$ cat src/rtl/left_barrel_shifter_pipe_32bit.sv
// left_barrel_shifter_pipe_32bit: 5-stage pipelined 32-bit left shifter, valid/ready both sides.
// Define LBS_ROTATE_EN to add a rotate input that turns each stage into a rotate-left.
module left_barrel_shifter_pipe_32bit (
  input  logic        clk,
  input  logic        rst_n,
  input  logic [31:0] In,
  input  logic [4:0]  load,
`ifdef LBS_ROTATE_EN
  input  logic        rotate,
`endif
  input  logic        in_valid,
  output logic        in_ready,
  output logic [31:0] out,
  output logic        out_valid,
  input  logic        out_ready,
  output logic        busy
);

`ifdef LBS_ROTATE_EN
  typedef struct packed {
    logic        v;
    logic        rot;
    logic [4:0]  ld;
    logic [31:0] d;
  } stg_t;
`else
  typedef struct packed {
    logic        v;
    logic [4:0]  ld;
    logic [31:0] d;
  } stg_t;
`endif

  // one radix-2 step: shift (or rotate) by n when en is set
  function automatic stg_t step(
    input stg_t s,
    input logic en,
    input int   n
  );
    stg_t r;
    r = s;
    if (en) begin
`ifdef LBS_ROTATE_EN
      r.d = s.rot ? ((s.d << n) | (s.d >> (32 - n)))
                  : (s.d << n);
`else
      r.d = s.d << n;
`endif
    end
    return r;
  endfunction

  stg_t src;
  stg_t s1, s2, s3, s4, s5;
  logic r1, r2, r3, r4, r5;

  always_comb begin
    src    = '0;
    src.v  = in_valid;
    src.ld = load;
    src.d  = In;
`ifdef LBS_ROTATE_EN
    src.rot = rotate;
`endif
  end

  assign r5 = !s5.v || out_ready;
  assign r4 = !s4.v || r5;
  assign r3 = !s3.v || r4;
  assign r2 = !s2.v || r3;
  assign r1 = !s1.v || r2;

  always_ff @(posedge clk or negedge rst_n) begin
    if (!rst_n) begin
      s1 <= '0;
      s2 <= '0;
      s3 <= '0;
      s4 <= '0;
      s5 <= '0;
    end else begin
      if (r1) s1 <= step(src, src.ld[4], 16);
      if (r2) s2 <= step(s1, s1.ld[3], 8);
      if (r3) s3 <= step(s2, s2.ld[2], 4);
      if (r4) s4 <= step(s3, s3.ld[1], 2);
      if (r5) s5 <= step(s4, s4.ld[0], 1);
    end
  end

  assign in_ready  = r1;
  assign out       = s5.d;
  assign out_valid = s5.v;
  assign busy      = s1.v | s2.v | s3.v | s4.v | s5.v;

endmodule
$ cat config.mk
export PLATFORM = sky130hd
export DESIGN_NAME = left_barrel_shifter_pipe_32bit
export DESIGN_NICKNAME = d
export VERILOG_FILES = /design/src/rtl/left_barrel_shifter_pipe_32bit.sv
export SDC_FILE = /design/constraint.sdc
export NUM_CORES = 1
export LEC_CHECK = 0
export ABC_AREA = 1
export CORE_ASPECT_RATIO = 0.6
export CORE_MARGIN = 8
export CORE_UTILIZATION = 25
export DETAILED_ROUTE_END_ITERATION = 10
export GPL_ROUTABILITY_DRIVEN = 1
export PLACE_DENSITY = 0.38
export SLEW_MARGIN = 30
export SYNTH_ARGS = -nofsm -noshare
export SYNTH_HDL_FRONTEND = slang
export SYNTH_SLANG_ARGS = --single-unit
$ cat constraint.sdc
create_clock -name clk -period 2.15 [get_ports clk]
set_input_delay 0.215 -clock clk [delete_from_list [all_inputs] [get_ports clk]]
set_output_delay 0.215 -clock clk [all_outputs]
set_load 0.01 [all_outputs]
==> summary.md <==
| Metric | Value |
|---|---|
| DIE WIDTH | 248 um |
| Outcome | finished clean |
| Die area | 38500 um2 |
| Max VDD drop | about 0.0006 V |
| Cells after Synth | just over 1k |
| Worst r2r src | s2[34]$_DFFE_PN0P_ |
| Most frequent cells in the layout | nand2_1, dfrtp_1, o21ai_0, inv_1, clkdlybuf4s50_1 |
| Synth top area share | approximately 54% |
| Critical Path RT | ~1.9 ns |
| P per Cell Area | about 1100 nW/um2 |
| Hold Fails Final Rpt | 0 |
| R2R Setup Slk | just under 0.6 ns |
| Die Ht | roughly 160 um |
| Worst reg2reg endpoint | s3[5]$_DFFE_PN0P_ |
| Worst rel slew slack | between 50% and 60% |
| IO Count | 76 |
| Vias per inst | approximately 4.4 |
| Diodes inserted | 0 |
| Layout Skew | 0.0137 ns |
| Total gr overflow | 0 |
| Detailed Route WL | approximately 23000 um |
| Reg2reg path depth | 6 |
| DR WL/cell | 15.2 um |
| Crit. End Element | output pin |
| WS Path Type | reg2out |
| Final setup TNS | 0 ns |
| Drt pass-1 iters | 4 |
| Post-synthesis cell area | 8070 um2 |
| Post-synth cell types | 22 |
| Vias in the first global route | roughly 6.4k |
| Synth top area cells | dfrtp_1, nand2_1, o21ai_0 |
| Final Setup Violations | 0 |
| Global-route wire length before repair | around 37000 um |
| Initial drt markers | 500 |
| Max Cap Violations | 0 |
| Drt drc | 0 |
| RSZ-0062 raised after global routing | no |
| Fillers | around 3.4k |
| CTS tree | yes |
| Post-synthesis sequential area ratio | 54.3% |
| Antenna violations before repair | 0 |
| Core Rows | between 50 and 60 |
| GRT Overall Usage | 12.1% |
| Data arrival time of the critical path | about 1.8 ns |
| IO buf count | 75 |
| Worst-path clk slew | 0.07 ns |
| Final hold slack | roughly 0.32 ns |
| Final layout net count | between 1k and 1.5k |
| Total number of vias | about 6.7k |
| Layout cell share with drive strength beyond 1 | between 5 and 6% |
| H-tree depth | 4 |
| Achievable frequency | between 0.4 and 0.5 GHz |
| Dpl hpwl | between 15000 and 20000 um |
| Post-synthesis register bit count | 175 |
| Lkg Pwr | 4.61 nW |
| Worst min path class | in2async |
| Area Growth Syn to Fin | 23.5% |
| Clk buf depth | 2 |
| Worst slew pin tran | around 0.6 ns |
| Synth area leader | dfrtp_1 |
| Root Driver | clkbuf_16 |
| Largest net degree at the start of global routing | between 60 and 70 |
| Tmin final | 2.02 ns |
| Final ANT Viol Nets | 0 |
| Syn Area/Cell | between 7 and 8 um2 |
| # clock sinks | approximately 180 |
| Core area | between 30000 and 40000 um2 |
| Syn Nets | 1066 |
| Num CTS Buffers | 17 |
| Placer Congestion | 0.714 |
| Initial core utilization | 25.1% |
| Most common cell after layout, fill and taps aside | nand2_1 |
| Pins over their slew limit | 0 |
| Final period utilization | a little over nine tenths |
| Worst-path maximum fanout | 5 |
| Clk Latency, worst-skew pair | 0.45 ns |
| Worst setup SP type | flop |
| Yosys warns | 0 |
[per-layer routing]
layer / vias to the layer above / part of all wire, % / GRT usage, % / routed length, um
li1: 3393 / - / - / -
met1: 3211 / 53 / 17.7 / 12100
met4: 0 / 0.62 / 2.45 / 143
met3: 8 / 2.6 / 3.05 / 604
met2: 51 / 44 / 17.8 / 10100
met5: - / 0 / 0 / 0
[cells in the mapped netlist]
library cell	number
buf_6	3
clkbuf_1	47
inv_2	1
a21oi_1	16
nand3_1	24
buf_2	14
dfrtp_1	175
nor2_4	1
nand4_1	36
a31oi_1	31
o21ai_0	143
nand3_4	1
nand2_2	2
nor3_1	1
buf_1	6
buf_4	2
nand2_1	354
or2_2	1
nor2_1	63
inv_1	86
o21ai_1	17
clkinv_1	1
[metrics by stage]
stage / total power, mW / area, um2 / cells / utilization, % / worst slack [ns]
6_report: 11.2 / 9960 / 1509 / 31.0 / 0.128
5_1_grt: 12.0 / 9960 / 1509 / 31.0 / 0.00140
4_1_cts: 11.4 / 9960 / 1509 / 31.0 / 0.0482
3_5_place_dp: 7.88 / 9300 / 1476 / 29.0 / 0.246
3_3_place_gp: 7.87 / 9300 / 1476 / 29.0 / 0.231
2_1_floorplan: 6.45 / 8070 / 1025 / - / 0.807
[worst max-delay path by stage]
stage,from,to,slack (ns),cells past startpoint
floorplan,out_valid$_DFFE_PN0P_,s3[28]$_DFFE_PN0P_,0.81,7
global placement,out_ready,in_ready,0.23,6
CTS,out_valid$_DFFE_PN0P_,in_ready,0.05,4
finish,out_valid$_DFFE_PN0P_,in_ready,0.13,4
global route,out_valid$_DFFE_PN0P_,in_ready,0.001,4
detailed placement,out_ready,in_ready,0.25,6
[cell families (layout without fill, tap and decap cells)]
| kind of cell | after synthesis | in the layout | synth area share, % |
|---|---|---|---|
| flops | 175 | 175 | 54.3 |
| buf+inv | 160 | 220 | 8.04 |
| simple gates | 483 | 483 | 24.3 |
| compound gates | 207 | 207 | 13.3 |
[worst max-delay path: stages, from the launching register on]
cell             delay, ns
dfrtp_1               0.47
nand3_4               0.11
nor2_4                0.10
nand3_1               0.15
clkdlybuf4s50_1       0.53
[power by group]
part / internal, mW / switching (mW)
clock: 2.09 / 1.38
combinational: 1.23 / 1.71
sequential: 4.17 / 0.614
total: 7.49 / 3.70
[repair_timing]
item,4_1_cts,5_1_grt
hold buffers,1,0
resized for setup,0,0
buffers inserted,0,0
endpoints found under the hold margin,49,0
[sequential cells by signal, summed over array words and instances (netlist names)]
register / count
s3: 35
s2: 36
out: 32
s1: 37
out_valid: 1
s4: 34
[area by class of cell]
type,count,area [um2],share of cell area (%)
repair buffers,100,1030,10.3
well taps,424,531,5.32
inverters,88,330,3.31
clock inverters,14,215,2.16
flip-flops and latches,175,4380,43.9
multi-input cells,690,3040,30.5
clock buffers,18,439,4.41
No activity file was read; power rests on OpenSTA's default activity.
